<file path="src/rtl/matmul_pkg.sv">
// rtl/matmul_pkg.sv - shared types, defaults and width helper for the matrix multiply engine
//   Contents: DATA_W/ADDR_W defaults, engine state encoding, accumulator width function.
package matmul_pkg;

    localparam int DATA_W_DEF = 8;
    localparam int ADDR_W_DEF = 6;

    typedef enum logic [2:0] {
        S_IDLE  = 3'd0,
        S_FETCH = 3'd1,
        S_MAC   = 3'd2,
        S_WRITE = 3'd3,
        S_DONE  = 3'd4
    } state_e;

    // Wide enough that INNER full-scale products can never wrap the sum.
    function automatic int acc_width(input int data_w, input int inner);
        return 2 * data_w + $clog2(inner);
    endfunction

endpackage

</file>
<file path="src/rtl/matmul_engine_mac_sat.sv">
// rtl/matmul_engine_mac_sat.sv - multiply-accumulate register with saturating readout
//   clk, rst          : clock, asynchronous active-high reset
//   clr               : zero the accumulator (wins over acc_en)
//   acc_en            : add a*b into the accumulator
//   a, b              : operand bytes from the A and B memories
//   ovf_clr, ovf_set  : clear the sticky flag / set it if the current sum saturates
//   sat_value         : accumulator clamped to DATA_W bits
//   overflow          : sticky saturation flag
module mac_sat #(
    parameter int DATA_W = 8,
    parameter int ACC_W  = 17
) (
    input  logic              clk,
    input  logic              rst,
    input  logic              clr,
    input  logic              acc_en,
    input  logic [DATA_W-1:0] a,
    input  logic [DATA_W-1:0] b,
    input  logic              ovf_clr,
    input  logic              ovf_set,
    output logic [DATA_W-1:0] sat_value,
    output logic              overflow
);

    localparam logic [ACC_W-1:0] SAT_MAX = {{(ACC_W - DATA_W){1'b0}}, {DATA_W{1'b1}}};

    logic [ACC_W-1:0]    acc_q, acc_d;
    logic                ovf_q, ovf_d;
    logic [2*DATA_W-1:0] prod;
    logic                saturated;

    assign prod      = {{DATA_W{1'b0}}, a} * {{DATA_W{1'b0}}, b};
    assign saturated = (acc_q > SAT_MAX);
    assign sat_value = saturated ? {DATA_W{1'b1}} : acc_q[DATA_W-1:0];
    assign overflow  = ovf_q;

    always_comb begin
        acc_d = acc_q;
        if (clr) begin
            acc_d = '0;
        end else if (acc_en) begin
            acc_d = acc_q + ACC_W'(prod);
        end
    end

    always_comb begin
        ovf_d = ovf_q;
        if (ovf_clr) begin
            ovf_d = 1'b0;
        end else if (ovf_set && saturated) begin
            ovf_d = 1'b1;
        end
    end

    always_ff @(posedge clk or posedge rst) begin
        if (rst) begin
            acc_q <= '0;
            ovf_q <= 1'b0;
        end else begin
            acc_q <= acc_d;
            ovf_q <= ovf_d;
        end
    end

endmodule

</file>
<file path="src/rtl/matmul_engine.sv">
// rtl/matmul_engine.sv - sequencer computing R = A*B from on-chip memories with saturation
//   clk, rst                 : clock, asynchronous active-high reset
//   start                    : run request, sampled only while idle
//   busy, done, overflow     : run in progress, end-of-run pulse, sticky saturation flag
//   a_rd/a_addr/a_data       : A memory read port (data one cycle after strobe)
//   b_rd/b_addr/b_data       : B memory read port (data one cycle after strobe)
//   r_wr/r_addr/r_wdata      : R memory write port
module matmul_engine
    import matmul_pkg::*;
#(
    parameter int ROWS   = 2,
    parameter int INNER  = 2,
    parameter int COLS   = 2,
    parameter int DATA_W = DATA_W_DEF,
    parameter int ADDR_W = ADDR_W_DEF
) (
    input  logic              clk,
    input  logic              rst,
    input  logic              start,
    output logic              busy,
    output logic              done,
    output logic              overflow,
    output logic              a_rd,
    output logic [ADDR_W-1:0] a_addr,
    input  logic [DATA_W-1:0] a_data,
    output logic              b_rd,
    output logic [ADDR_W-1:0] b_addr,
    input  logic [DATA_W-1:0] b_data,
    output logic              r_wr,
    output logic [ADDR_W-1:0] r_addr,
    output logic [DATA_W-1:0] r_wdata
);

    localparam int IW    = (ROWS  > 1) ? $clog2(ROWS)  : 1;
    localparam int JW    = (COLS  > 1) ? $clog2(COLS)  : 1;
    localparam int KW    = (INNER > 1) ? $clog2(INNER) : 1;
    localparam int ACC_W = acc_width(DATA_W, INNER);

    localparam logic [IW-1:0] I_MAX = IW'(ROWS - 1);
    localparam logic [JW-1:0] J_MAX = JW'(COLS - 1);
    localparam logic [KW-1:0] K_MAX = KW'(INNER - 1);

    state_e            state_q, state_d;
    logic [IW-1:0]     i_q, i_d;
    logic [JW-1:0]     j_q, j_d;
    logic [KW-1:0]     k_q, k_d;
    logic [ADDR_W-1:0] a_addr_q, a_addr_d;
    logic [ADDR_W-1:0] b_addr_q, b_addr_d;
    logic [ADDR_W-1:0] r_addr_q, r_addr_d;
    logic [DATA_W-1:0] r_wdata_q, r_wdata_d;

    logic [ADDR_W-1:0] a_addr_cur, b_addr_cur, r_addr_cur;
    logic [DATA_W-1:0] sat_value;
    logic              start_accept;
    logic              acc_clr, acc_en, ovf_clr, ovf_set;

    assign start_accept = (state_q == S_IDLE) && start;

    assign a_addr_cur = ADDR_W'(32'(i_q) * 32'(INNER) + 32'(k_q));
    assign b_addr_cur = ADDR_W'(32'(k_q) * 32'(COLS)  + 32'(j_q));
    assign r_addr_cur = ADDR_W'(32'(i_q) * 32'(COLS)  + 32'(j_q));

    // Address/data outputs show the live value only alongside their strobe
    // and otherwise replay the last value driven.
    assign a_addr    = a_rd ? a_addr_cur : a_addr_q;
    assign b_addr    = b_rd ? b_addr_cur : b_addr_q;
    assign r_addr    = r_wr ? r_addr_cur : r_addr_q;
    assign r_wdata   = r_wr ? sat_value  : r_wdata_q;
    assign a_addr_d  = a_addr;
    assign b_addr_d  = b_addr;
    assign r_addr_d  = r_addr;
    assign r_wdata_d = r_wdata;

    always_ff @(posedge clk or posedge rst) begin
        if (rst) begin
            state_q   <= S_IDLE;
            i_q       <= '0;
            j_q       <= '0;
            k_q       <= '0;
            a_addr_q  <= '0;
            b_addr_q  <= '0;
            r_addr_q  <= '0;
            r_wdata_q <= '0;
        end else begin
            state_q   <= state_d;
            i_q       <= i_d;
            j_q       <= j_d;
            k_q       <= k_d;
            a_addr_q  <= a_addr_d;
            b_addr_q  <= b_addr_d;
            r_addr_q  <= r_addr_d;
            r_wdata_q <= r_wdata_d;
        end
    end

    always_comb begin
        state_d = state_q;
        case (state_q)
            S_IDLE:  if (start) state_d = S_FETCH;
            S_FETCH: state_d = S_MAC;
            S_MAC:   state_d = (k_q == K_MAX) ? S_WRITE : S_FETCH;
            S_WRITE: state_d = ((i_q == I_MAX) && (j_q == J_MAX)) ? S_DONE : S_FETCH;
            S_DONE:  state_d = S_IDLE;
            default: state_d = S_IDLE;
        endcase
    end

    // Index counters walk R in row-major order; k restarts for every element.
    always_comb begin
        i_d = i_q;
        j_d = j_q;
        k_d = k_q;
        if (start_accept) begin
            i_d = '0;
            j_d = '0;
            k_d = '0;
        end else if ((state_q == S_MAC) && (k_q != K_MAX)) begin
            k_d = k_q + KW'(1);
        end else if (state_q == S_WRITE) begin
            k_d = '0;
            if (j_q == J_MAX) begin
                j_d = '0;
                i_d = (i_q == I_MAX) ? '0 : i_q + IW'(1);
            end else begin
                j_d = j_q + JW'(1);
            end
        end
    end

    always_comb begin
        a_rd    = 1'b0;
        b_rd    = 1'b0;
        r_wr    = 1'b0;
        done    = 1'b0;
        acc_en  = 1'b0;
        ovf_set = 1'b0;
        busy    = (state_q != S_IDLE);
        acc_clr = start_accept;
        ovf_clr = start_accept;
        case (state_q)
            S_FETCH: begin
                a_rd = 1'b1;
                b_rd = 1'b1;
            end
            S_MAC:   acc_en = 1'b1;
            S_WRITE: begin
                r_wr    = 1'b1;
                ovf_set = 1'b1;
                acc_clr = 1'b1;
            end
            S_DONE:  done = 1'b1;
            default: ;
        endcase
    end

    mac_sat #(
        .DATA_W (DATA_W),
        .ACC_W  (ACC_W)
    ) u_mac_sat (
        .clk       (clk),
        .rst       (rst),
        .clr       (acc_clr),
        .acc_en    (acc_en),
        .a         (a_data),
        .b         (b_data),
        .ovf_clr   (ovf_clr),
        .ovf_set   (ovf_set),
        .sat_value (sat_value),
        .overflow  (overflow)
    );

endmodule

</file>
<file path="config.mk">
export PLATFORM = sky130hd
export DESIGN_NAME = matmul_engine
export DESIGN_NICKNAME = d
export VERILOG_FILES = /design/src/rtl/matmul_pkg.sv /design/src/rtl/matmul_engine_mac_sat.sv /design/src/rtl/matmul_engine.sv
export SDC_FILE = /design/constraint.sdc
export NUM_CORES = 1
export LEC_CHECK = 0
export CORE_ASPECT_RATIO = 0.6
export CORE_MARGIN = 2
export CORE_UTILIZATION = 45
export DETAILED_ROUTE_END_ITERATION = 7
export PLACE_DENSITY = 0.69
export SLEW_MARGIN = 20
export SYNTH_ARGS = -nofsm -noshare
export SYNTH_HDL_FRONTEND = slang
export SYNTH_SLANG_ARGS = --single-unit
</file>
<file path="constraint.sdc">
create_clock -name clk -period 4.1 [get_ports clk]
set_input_delay 0.615 -clock clk [delete_from_list [all_inputs] [get_ports clk]]
set_output_delay 0.615 -clock clk [all_outputs]
set_load 0.02 [all_outputs]
</file>
==> results by group <==
Synthesis
  • Post-Syn Area per Cell: 9.53 um2
  • Largest family of logic cells by synthesized area: adder cells
  • Synth Net Count: about 580
  • Synthesized instance count: roughly 470
  • Yosys top cell by area: dfrtp_1
  • Number of flops mapped to enable cells by yosys: 0
  • Area contributors post-synth: dfrtp_1 28%, fa_1 22%, ha_1 11%
  • Synth Cell Area: roughly 4500 um2
  • Top cells by count, synth: 100 x inv_1, 55 x nand2_1, 50 x dfrtp_1, 50 x fa_1, 39 x and2_1
  • Synth Area in Compound Gates: 0.0982
  • Yosys warning count: 0
  • Post-synthesis simple-gate area fraction: 0.160
  • Synth cell types: 52
  • Asr flop ratio synth: 1.00
  • Dominant synthesized flop cell: dfrtp_1
  • Share of the synthesized area in the top cell type: 0.281
  • Seq cells post-synth: 50
  • XOR/XNOR Fraction of Synth Area: 0.0236
  • Adder-Cell Fraction of Synth Area: 0.331
  • Most frequent cell after synthesis: inv_1
  • Seq/Total Area, Yosys: 0.281
  • Mux cell area share after synthesis: 0.00730

Worst setup path
  • Critical path class: in -> reg
  • CP Capture Type: flip-flop
  • Critical Path Start Type: primary input
  • R2R cell count: 16
  • Worst Path Required: between 4 and 5 ns
  • Worst EP arrival: approximately 4.4 ns
  • Crit path max fanout: 3

GRT
  • First-pass GRT wire length: 16,700 um
  • Initial antenna violation count: 0
  • Grt ovf: 0
  • Largest net degree at the start of global routing: between 50 and 60
  • Global Route Usage Sum: 0.201
  • Vias in the first global route: around 3,400

Finish
  • Non-Filler Instances: roughly 700
  • Antenna cell count: 0
  • Share of cells above drive strength 1: 0.256
  • Fin util: 0.605
  • Design area: between 5000 and 6000 um2
  • # nets final: approximately 670
  • Area added between synthesis and finish: 32.1%

Timing
  • Slew at the pin closest to its max-slew limit: 0.903 ns
  • Endpoints failing hold: 0
  • Period minus WS final: 4.20 ns
  • Unrepaired setup endpoints after global routing: true
  • F_max: 0.238 GHz
  • Skew final: 0.00408 ns
  • Final setup margin: -0.101 ns
  • Slew Viols, Final: 0
  • Finish-stage setup viols: 4
  • Final worst-path cycle share: 1.02
  • Relative slew slack: 0.397

Outcome
  • Status: finished, violations left
  • Violated checks: setup timing

Route
  • Total number of vias: ~3,400
  • Vias per cell: between 4 and 5
  • Detailed Route Iter0 Violations: 199
  • DRT Pass-1 Iters: 4
  • Post-route ant nets: 0
  • Routed WL per cell: about 15 um
  • DRC viols: 0
  • WL final: 10,500 um

Floorplanning
  • Starting Density: 0.458
  • Die height: approximately 81 um
  • Die Wd: roughly 130 um
  • Die ar.: roughly 11,000 um2
  • # rows: 28
  • Ports: 51
  • Core outline area: 9740 um2

CTS
  • Worst skew pair latency: 0.29 ns
  • Cts hold-fix bufs: 0
  • CTS tree: done
  • CTS clk-pin slew, worst paths: 0.07 ns
  • CTS Sinks: 50
  • H-tree depth: 2
  • CTS Buf Count: 5
  • CTS max path bufs: 2
  • Clk root buf: clkbuf_16

Pwr
  • Internal Dissipation: ~2.7 mW
  • Clock Power Share: 0.095
  • PwrDens: between 800 and 900 nW/um2
  • Switching power: about 2.2 mW
  • Sequential power share: 0.153
  • Sw Ratio: 0.445
  • LEAKAGE: around 2.9 nW
  • Gate power share: 0.753
  • Peak supply drop: approximately 0.00047 V

Placement
  • # port buffers: 50
  • HPWL Detailed: roughly 8200 um
  • Dpl cells: between 600 and 700
  • Placed cell areas: 5440 um2
  • RePlAce Congestion: about 0.96

Worst hold path
  • Min-Delay Path Class: reg -> reg
  • WHS Path Cells: 2

Run
  • # Max-Cap Violations: 0
==> critical path, stage by stage <==
cell	delay, ns
buf_8	0.11
buf_6	0.11
and2_4	0.15
fa_1	0.48
fa_2	0.56
inv_2	0.04
fa_2	0.41
fa_1	0.50
inv_2	0.05
ha_4	0.28
a21o_1	0.15
o21ba_4	0.17
o211a_1	0.25
and3_4	0.19
o31a_1	0.23
mux2i_1	0.13
==> kinds of logic after synthesis <==
kind of cell / Yosys count
AO/OA/AOI/OAI: 63
flip-flops: 50
buffers and inverters: 112
adder cells (fa/ha/maj): 88
AND/OR/NAND/NOR: 140
multiplexers: 3
XOR/XNOR: 12
==> layout make-up <==
type | instances | area (um2)
multi-input combinational | 306 | 3050
timing repair buffer | 98 | 873
sequential | 50 | 1250
fill | 821 | 3850
inverter | 101 | 380
clock inverter | 2 | 37.5
clock buffer | 6 | 129
tap | 135 | 169
==> stage by stage <==
step / hold slack, ns / power (mW) / TNS (ns) / setup slack (ns)
finish: 0.476 / 4.95 / -0.214 / -0.101
global route: 0.500 / 5.36 / -0.739 / -0.208
CTS: 0.483 / 4.66 / -0.279 / -0.138
detailed placement: 0.463 / 3.88 / -8.95 / -0.962
global placement: 0.461 / 3.79 / -7.80 / -0.949
floorplan: 0.452 / 2.93 / -0.102 / -0.0897
==> per-layer routing <==
metal / track usage / share of wire
met1: 0.290 / 0.46
met2: 0.316 / 0.49
met3: 0.0393 / 0.048
met4: 0.0505 / 0.0066
met5: 0 / 0
==> worst paths after layout <==
path | startpoint | to | slack (ns)
setup / recovery | a_data[4] | u_mac_sat.acc_q[16] | -0.10
hold / removal | r_addr_q[0] | r_addr_q[0] | 0.48
setup reg to reg | u_mac_sat.acc_q[3] | u_mac_sat.acc_q[13] | 0.10
hold reg to reg | r_addr_q[0] | r_addr_q[0] | 0.48
max in group asynchronous | rst | b_addr_q[2] | 2.80
min in group asynchronous | rst | r_wdata_q[3] | 0.79
==> timing repair <==
item	in CTS	in global routing
pin swaps	24	43
setup endpoints to repair	11	8
setup buffers	7	3
resized for setup	102	54
==> cell usage in the layout (no fill, tap or decap), types with 10 or more instances in the layout <==
master	n
inv_1	88
dfrtp_1	50
nand2_1	42
fa_1	42
buf_4	42
clkdlybuf4s50_1	34
and2_1	31
ha_1	28
nand2_2	12
buf_6	12
nor2_1	11
o21ai_0	11
inv_2	11
ha_4	10
==> flip-flops by register name (all words and copies together) (netlist names) <==
name	count
u_mac_sat.acc_q	17
a_addr_q	6
r_addr_q	6
state_q	3
i_q	1
b_addr_q	6
j_q	1
r_wdata_q	8
u_mac_sat.overflow	1
k_q	1
==> power by group through the flow <==
stage          Combinational, mW  Sequential, mW  Clock (mW)
6_report                    3.72           0.755       0.470
5_1_grt                     4.08           0.771       0.500
2_1_floorplan               2.20           0.721           0
3_5_place_dp                3.12           0.760           0
4_1_cts                     3.43           0.753       0.481
3_3_place_gp                3.04           0.752           0
(Power assumes the default switching activity.)
